--- src/rtl/ir_cmd_scheduler_if.sv ---
// ir_cmd_scheduler_if: IR command input, power/LED status and queued command valid/ready bundle.
interface ir_cmd_scheduler_if #(
    parameter int DEPTH = 4
);
    logic [7:0]             ir_cmd;
    logic                   ir_valid;
    logic                   power_on;
    logic                   led;
    logic [7:0]             cmd_data;
    logic                   cmd_valid;
    logic                   cmd_ready;
    logic                   overflow;
    logic [$clog2(DEPTH):0] level;

    modport master (
        output ir_cmd, ir_valid, cmd_ready,
        input  power_on, led, cmd_data, cmd_valid, overflow, level
    );

    modport slave (
        input  ir_cmd, ir_valid, cmd_ready,
        output power_on, led, cmd_data, cmd_valid, overflow, level
    );
endinterface

--- src/rtl/ir_cmd_scheduler.sv ---
// ir_cmd_scheduler: repeat-filters IR commands, owns power state, queues commands while ON.
module ir_cmd_scheduler #(
    parameter int          DEPTH       = 4,
    parameter int          HOLDOFF_CYC = 5_000_000,
    parameter logic [7:0]  POWER_CMD   = 8'h80
) (
    input logic             clk,
    input logic             rst_n,
    ir_cmd_scheduler_if.slave bus
);
    localparam int AW = $clog2(DEPTH);
    localparam int CW = $clog2(HOLDOFF_CYC + 1);

    typedef enum logic {STANDBY, ON} state_t;

    state_t        state, state_nx;
    logic [CW-1:0] hold_cnt;
    logic [7:0]    last_code;
    logic [7:0]    mem [DEPTH];
    logic [AW-1:0] wr_ptr, rd_ptr;
    logic [AW:0]   level, level_nx;
    logic          valid_q, overflow_q;
    logic          dup, accept, is_pwr, push, pop, drop, flush, full;

    always_comb begin
        dup      = bus.ir_valid && bus.ir_cmd == last_code && hold_cnt != '0;
        accept   = bus.ir_valid && !dup;
        is_pwr   = bus.ir_cmd == POWER_CMD;
        full     = level == (AW+1)'(DEPTH);
        state_nx = (accept && is_pwr) ? (state == ON ? STANDBY : ON) : state;
        flush    = state == ON && state_nx == STANDBY;
        push     = accept && !is_pwr && state == ON && !full;
        drop     = accept && !is_pwr && state == ON && full;
        // a pop coinciding with power-off is swallowed by the flush
        pop      = valid_q && bus.cmd_ready && !flush;
        level_nx = flush ? '0 : level + (AW+1)'(push) - (AW+1)'(pop);
    end

    always_ff @(posedge clk or negedge rst_n) begin
        if (!rst_n) begin
            state      <= STANDBY;
            hold_cnt   <= '0;
            last_code  <= '0;
            wr_ptr     <= '0;
            rd_ptr     <= '0;
            level      <= '0;
            valid_q    <= 1'b0;
            overflow_q <= 1'b0;
            for (int i = 0; i < DEPTH; i++) mem[i] <= '0;
        end else begin
            state      <= state_nx;
            // any strobe reloads the window, so a held key never leaks through
            hold_cnt   <= bus.ir_valid ? CW'(HOLDOFF_CYC) : (hold_cnt != '0 ? hold_cnt - 1'b1 : '0);
            last_code  <= accept ? bus.ir_cmd : last_code;
            overflow_q <= drop;
            if (push) mem[wr_ptr] <= bus.ir_cmd;
            wr_ptr     <= flush ? '0 : wr_ptr + AW'(push);
            rd_ptr     <= flush ? '0 : rd_ptr + AW'(pop);
            level      <= level_nx;
            valid_q    <= level_nx != '0;
        end
    end

    assign bus.power_on  = state == ON;
    assign bus.led       = state != ON;
    assign bus.cmd_valid = valid_q;
    assign bus.cmd_data  = mem[rd_ptr];
    assign bus.overflow  = overflow_q;
    assign bus.level     = level;
endmodule

--- src/flat_wrapper.sv ---
// flat-port wrapper written by rule: the top's interface ports become plain ports
module ir_cmd_scheduler_flat 
#(
    parameter int          DEPTH       = 4,
    parameter int          HOLDOFF_CYC = 5_000_000,
    parameter logic [7:0]  POWER_CMD   = 8'h80
)
  (clk, rst_n, bus_ir_cmd, bus_ir_valid, bus_cmd_ready, bus_power_on, bus_led, bus_cmd_data, bus_cmd_valid, bus_overflow, bus_level);
  ir_cmd_scheduler_if #(.DEPTH(DEPTH)) bus_i ();
  input logic clk;
  input logic rst_n;
  input wire logic [$bits(bus_i.ir_cmd)-1:0] bus_ir_cmd;
  input wire logic [$bits(bus_i.ir_valid)-1:0] bus_ir_valid;
  input wire logic [$bits(bus_i.cmd_ready)-1:0] bus_cmd_ready;
  output wire logic [$bits(bus_i.power_on)-1:0] bus_power_on;
  output wire logic [$bits(bus_i.led)-1:0] bus_led;
  output wire logic [$bits(bus_i.cmd_data)-1:0] bus_cmd_data;
  output wire logic [$bits(bus_i.cmd_valid)-1:0] bus_cmd_valid;
  output wire logic [$bits(bus_i.overflow)-1:0] bus_overflow;
  output wire logic [$bits(bus_i.level)-1:0] bus_level;
  assign bus_i.ir_cmd = bus_ir_cmd;
  assign bus_i.ir_valid = bus_ir_valid;
  assign bus_i.cmd_ready = bus_cmd_ready;
  assign bus_power_on = bus_i.power_on;
  assign bus_led = bus_i.led;
  assign bus_cmd_data = bus_i.cmd_data;
  assign bus_cmd_valid = bus_i.cmd_valid;
  assign bus_overflow = bus_i.overflow;
  assign bus_level = bus_i.level;
  ir_cmd_scheduler #(.DEPTH(DEPTH), .HOLDOFF_CYC(HOLDOFF_CYC), .POWER_CMD(POWER_CMD)) u_core (.clk(clk), .rst_n(rst_n), .bus(bus_i));
endmodule
--- config.mk ---
export PLATFORM = sky130hd
export DESIGN_NAME = ir_cmd_scheduler_flat
export DESIGN_NICKNAME = d
export VERILOG_FILES = /design/src/rtl/ir_cmd_scheduler_if.sv /design/src/rtl/ir_cmd_scheduler.sv /design/src/flat_wrapper.sv
export SDC_FILE = /design/constraint.sdc
export NUM_CORES = 1
export LEC_CHECK = 0
export ABC_CLOCK_PERIOD_IN_PS = 5950
export CORE_ASPECT_RATIO = 0.75
export CORE_MARGIN = 2
export CORE_UTILIZATION = 60
export CTS_BUF_LIST = sky130_fd_sc_hd__clkbuf_4 sky130_fd_sc_hd__clkbuf_8
export DETAILED_ROUTE_END_ITERATION = 8
export GPL_ROUTABILITY_DRIVEN = 0
export PLACE_DENSITY = 0.82
export SLEW_MARGIN = 20
export SYNTH_ARGS = -nofsm -noshare
export SYNTH_HDL_FRONTEND = slang
export SYNTH_SLANG_ARGS = --single-unit
--- constraint.sdc ---
create_clock -name clk -period 5.95 [get_ports clk]
set_input_delay 1.19 -clock clk [delete_from_list [all_inputs] [get_ports clk]]
set_output_delay 1.19 -clock clk [all_outputs]
set_load 0.01 [all_outputs]
======== After elaboration in Yosys (flattened, before gate mapping) ========
Cells that the tools add are included.
operators by class
  add/sub/neg operators ................... 5
  magnitude comparators ................... 3
  equal/unequal tests ..................... 3
  mux-type cells .......................... 13
  bitwise operators ....................... 4
  reduce and logical (&&, ||, !) cells .... 18
operators by type and width
  kind                   count
  $mux 23                2
  $bwmux 32              1
  $mux 8                 3
  $reduce_bool 23->1     1
  $sub 23x1->23 const B  1
  $bmux 8 s2             1
  $demux 8 s2            1
  $logic_and 1x1->1      12
  $eq 8x8->1             1
  $eq 8x8->1 const B     1
  $ge 3x3->1 const B     2
  $not 2->3              2
  $add 2x1->2            2
  $logic_not 1->1        4
  $mux 2                 2
  $add 3x1->3            1
  $eq 3x3->1 const B     1
  $lt 3x1->1 const B     1
  $mux 3                 1
  $reduce_bool 3->1      1
  $sub 3x1->3            1
  $mux 1                 2
  $not 1->1              2
storage, ports and cells
  register bits after elaboration ......... 73
  input bits .............................. 12
  logic and storage cells ................. 58

======== Longest topological paths before layout ========
  depth after elaboration ................. 14
  mapped depth ............................ 19
  mapped depth without buffers ............ 18

======== Worst setup path after synthesis ========
Ideal clock, no wire load.
  kind .................................... input to register
  start point ............................. input bus_ir_cmd[2]
  end point ............................... register u_core.valid_q (netlist: u_core.bus.cmd_valid)
  setup time .............................. 0.131 ns
  data arrival time ....................... 4.087 ns
  data required time ...................... 5.819 ns
  setup slack ............................. 1.731 ns
  stages .................................. 17
  buffers on the path ..................... 1
  cell sequence ........................... xor2_1 > nor4_1 > nand2_1 > o21ai_1 > buf_2 > nor2_1 > ha_1 > nor2_1 > ha_1 > inv_1 > ha_1 > inv_1 > fa_1 > xor2_1 > xnor2_1 > nor2_1 > or3_1
between the ends
  word-level cells in the longest chain between the ends .. 14
  elaborated cells between the ends (all ways) .. 20
  those cells by class .................... add/sub: 2; eq/ne: 2; mux: 2; bitwise: 1; reduce/logical: 13
RTL lines
  element                                               line                    text
  from (decl)                                           flat_wrapper.sv:12      input wire logic [$bits(bus_i.ir_cmd)-1:0] bus_ir_cmd;
  branches (longest 12 deep; another with $add 3x1->3)  --
  $mux 3 (*)                                            ir_cmd_scheduler.sv:36  level_nx = flush ? '0 : level + (AW+1)'(push) - (AW+1)'(pop);
  net u_core.level_nx[2]                                ir_cmd_scheduler.sv:21  logic [AW:0] level, level_nx;
  $reduce_bool 3->1 (*)                                 ir_cmd_scheduler.sv:60  valid_q <= level_nx != '0;
  to (signal assigned)                                  ir_cmd_scheduler.sv:47  valid_q <= 1'b0;
  to (signal assigned)                                  ir_cmd_scheduler.sv:60
  to (decl)                                             ir_cmd_scheduler.sv:22  logic valid_q, overflow_q;
Mark *: on every way through the listed nets, which the timed path passes.
A chain may end at the register's enable or synchronous reset.

======== Worst setup path in the final report ========
Ends and elaborated chain as after synthesis.

==> impl_metrics.json <==
{
  "outcome": "complete, no violations",
  "dieArea_um2": 6330,
  "grt.total_usage": 0.223,
  "antenna_found_initial": 0,
  "synthArstFlopShare": 1.00,
  "combPwrFrac": 0.265,
  "vias": 2167,
  "cts_buffers": 9,
  "netlist_area_um2": 3420,
  "clk_pin_slew_ns": 0.07,
  "drv_slew": 0,
  "netlist_instances": 272,
  "grt_max_degree": 54,
  "power.net_switching_mw": 0.436,
  "register_area_um2": 1830,
  "avgSynthCellArea_um2": 12.6,
  "synth_edf_count": 0,
  "first_iter_violations": 100,
  "p_leak_nw": 1.71,
  "cts_root_buffer": "clkbuf_8",
  "min_period_ns": 4.75,
  "drtAntennaViolNets": 0,
  "path_cells": "clkdlybuf4s50_1 > xor2_1 > nor4_1 > nand2_1 > o21ai_1 > buf_4 > nor2_1 > ha_1 > nor2_1 > ha_1 > inv_1 > ha_1 > inv_1 > fa_1 > xor2_1 > xnor2_1 > nor2_1 > or3_1",
  "cts_sinks": 73,
  "tritoncts": "yes",
  "drv_cap": 0,
  "drive_gt1_frac": 0.218,
  "htreeDepth": 3,
  "endpoint_kind": "register",
  "synth-seq-cells": 73,
  "hold_class": "register to register",
  "finClkSkew_ns": 0.00631,
  "yosysTopAreaCellShare": 0.533,
  "clockBufferDepth": 2,
  "final_hold_viol_count": 0,
  "ys_top_cells_by_area": "dfrtp_1 53%, mux2_2 11%, mux4_2 5.3%",
  "place_hpwl_um": 4320,
  "avgViaCountPerCell": 5.66,
  "routed_wl_um": 6280,
  "die_h_um": 69.4,
  "synth_most_common_cell": "dfrtp_1",
  "start_util": 0.633,
  "grt_pass1_wl_um": 10900,
  "yosysSeqAreaShare": 0.533,
  "fp.dieW_um": 91.2,
  "first_global_vias": 2221,
  "fmax_ghz": 0.211,
  "swShare": 0.286,
  "synthToLayoutAreaGrowth_pct": 15.6,
  "crit_required_ns": 6.17,
  "path_max_fanout": 11,
  "slowest_delay_ns": 0.54,
  "ir_drop_uv": 276,
  "intPower_mw": 1.09,
  "synth_fp_nets": 291,
  "yosysTopAreaCell": "dfrtp_1",
  "dr.pass1.iters": 4,
  "critPathKind": "primary input to register",
  "cpMaxStageDelayCell": "clkdlybuf4s50_1",
  "report.final.setup_viol": 0,
  "row_count": 23,
  "worstSkewPairLatency_ns": 0.35,
  "yosysWarnings": 0,
  "holdBufCountCts": 0,
  "yosys_most_used_dff": "dfrtp_1",
  "slew_headroom": 0.568,
  "ios": 27,
  "cts_resized": 0,
  "core_area_um2": 5410,
  "drt_drc_violations_left": 0,
  "ys_top_cells_by_count": "73 x dfrtp_1, 32 x mux2_2, 31 x nor2_1",
  "globalRoute.totalOverflow": 0,
  "netlist-cell-type-count": 40,
  "routedWlPerCell_um": 16.4,
  "setup-tns-final_ns": 0,
  "power_density_nw_per_um2": 386,
  "post-cts-setup-buffer-count": 0,
  "seqPwrFrac": 0.470,
  "crit_arrival_ns": 4.97,
  "finalCritPeriodShare": 0.798,
  "n_fill_cell": 374,
  "p_total_mw": 1.53,
  "port_buffers": 26,
  "multi_input_area_um2": 1530,
  "clock_power_share": 0.265,
  "rsz0062_at_grt": "no",
  "tightest_slew_ns": 0.647,
  "num_antenna_cells": 0,
  "nets": 322,
  "startpoint_type": "primary input"
}
final cells by class:
type                       count  area share
timing repair buffer          28      0.0682
clock inverter                 4      0.0126
sequential                    73       0.461
tap                           75      0.0237
multi-input combinational    184       0.386
clock buffer                  12      0.0417
inverter                       7     0.00664
final timing paths:
check | start | end | slack (ns) | cells past startpoint
worst min-delay path | u_core.hold_cnt[0] | u_core.hold_cnt[0] | 0.47 | 1
worst min register to register | u_core.hold_cnt[0] | u_core.hold_cnt[0] | 0.47 | 1
worst max register to register | u_core.hold_cnt[14] | u_core.bus.cmd_valid | 1.37 | 17
min in group asynchronous | rst_n | u_core.hold_cnt[1] | 0.79 | 1
max in group asynchronous | rst_n | u_core.last_code[1] | 4.14 | 2
worst max-delay path | bus_ir_cmd[2] | u_core.bus.cmd_valid | 1.20 | 18
layer usage:
metal | GRT usage | share of wire
met5 | 0 | 0
met4 | 0.0774 | 0.014
met3 | 0.0663 | 0.035
met2 | 0.323 | 0.45
met1 | 0.325 | 0.50
stage by stage:
| stage | utilization | instances | worst slack, ns | area [um^2] | hold WS (ns) |
|---|---|---|---|---|---|
| 6_report | 0.732 | 383 | 1.20 | 3960 | 0.472 |
| 5_1_grt | 0.732 | 383 | 0.899 | 3960 | 0.501 |
| 4_1_cts | 0.732 | 383 | 1.23 | 3960 | 0.475 |
| 3_5_place_dp | 0.692 | 367 | 0.879 | 3740 | 0.466 |
| 3_3_place_gp | 0.692 | 367 | 0.989 | 3740 | 0.461 |
| 2_1_floorplan | - | 272 | 1.73 | 3420 | 0.439 |
logic make-up after synthesis:
family	count (synthesis)	share of synthesized area
DFF	73	0.533
adders and majority gates	7	0.0278
muxes	50	0.190
xor gates and xnor gates	25	0.0639
AOI/OAI and AO/OA	17	0.0332
and+or+nand+nor	85	0.131
buffers and inverters	15	0.0205
state kept, by name, summed over array words and instances (netlist names):
name and count:
u_core.wr_ptr 2, u_core.last_code 8, u_core.rd_ptr 2, u_core.bus.level 3, u_core.mem 32, u_core.bus.cmd_valid 1, u_core.bus.power_on 1, u_core.bus.overflow 1
u_core.hold_cnt 23
cell usage in the layout, fill, tap and decap left out, drive strengths merged, types with 6 or more instances in the layout:
master          n
dfrtp          73
mux2           40
nor2           31
clkdlybuf4s50  25
nand2          16
xor2           14
clkbuf         12
xnor2          11
nor4           10
o21ai           9
mux4            8
inv             6
ha              6
or4             6
critical path, delay by kind of cell:
kind / cells / cell delay [ns]
buffers and inverters: 4 / 0.86
and+or+nand+nor: 6 / 1.19
adders and majority gates: 4 / 1.02
xor gates and xnor gates: 3 / 0.55
AOI/OAI and AO/OA: 1 / 0.17
power by group through the flow:
stage	combinational (mW)	clock [mW]	sequential [mW]
6_report	0.404	0.405	0.719
5_1_grt	0.448	0.434	0.736
4_1_cts	0.410	0.411	0.718
3_5_place_dp	0.407	0	0.726
3_3_place_gp	0.397	0	0.720
2_1_floorplan	0.282	0	0.680
(Power assumes the default switching activity.)
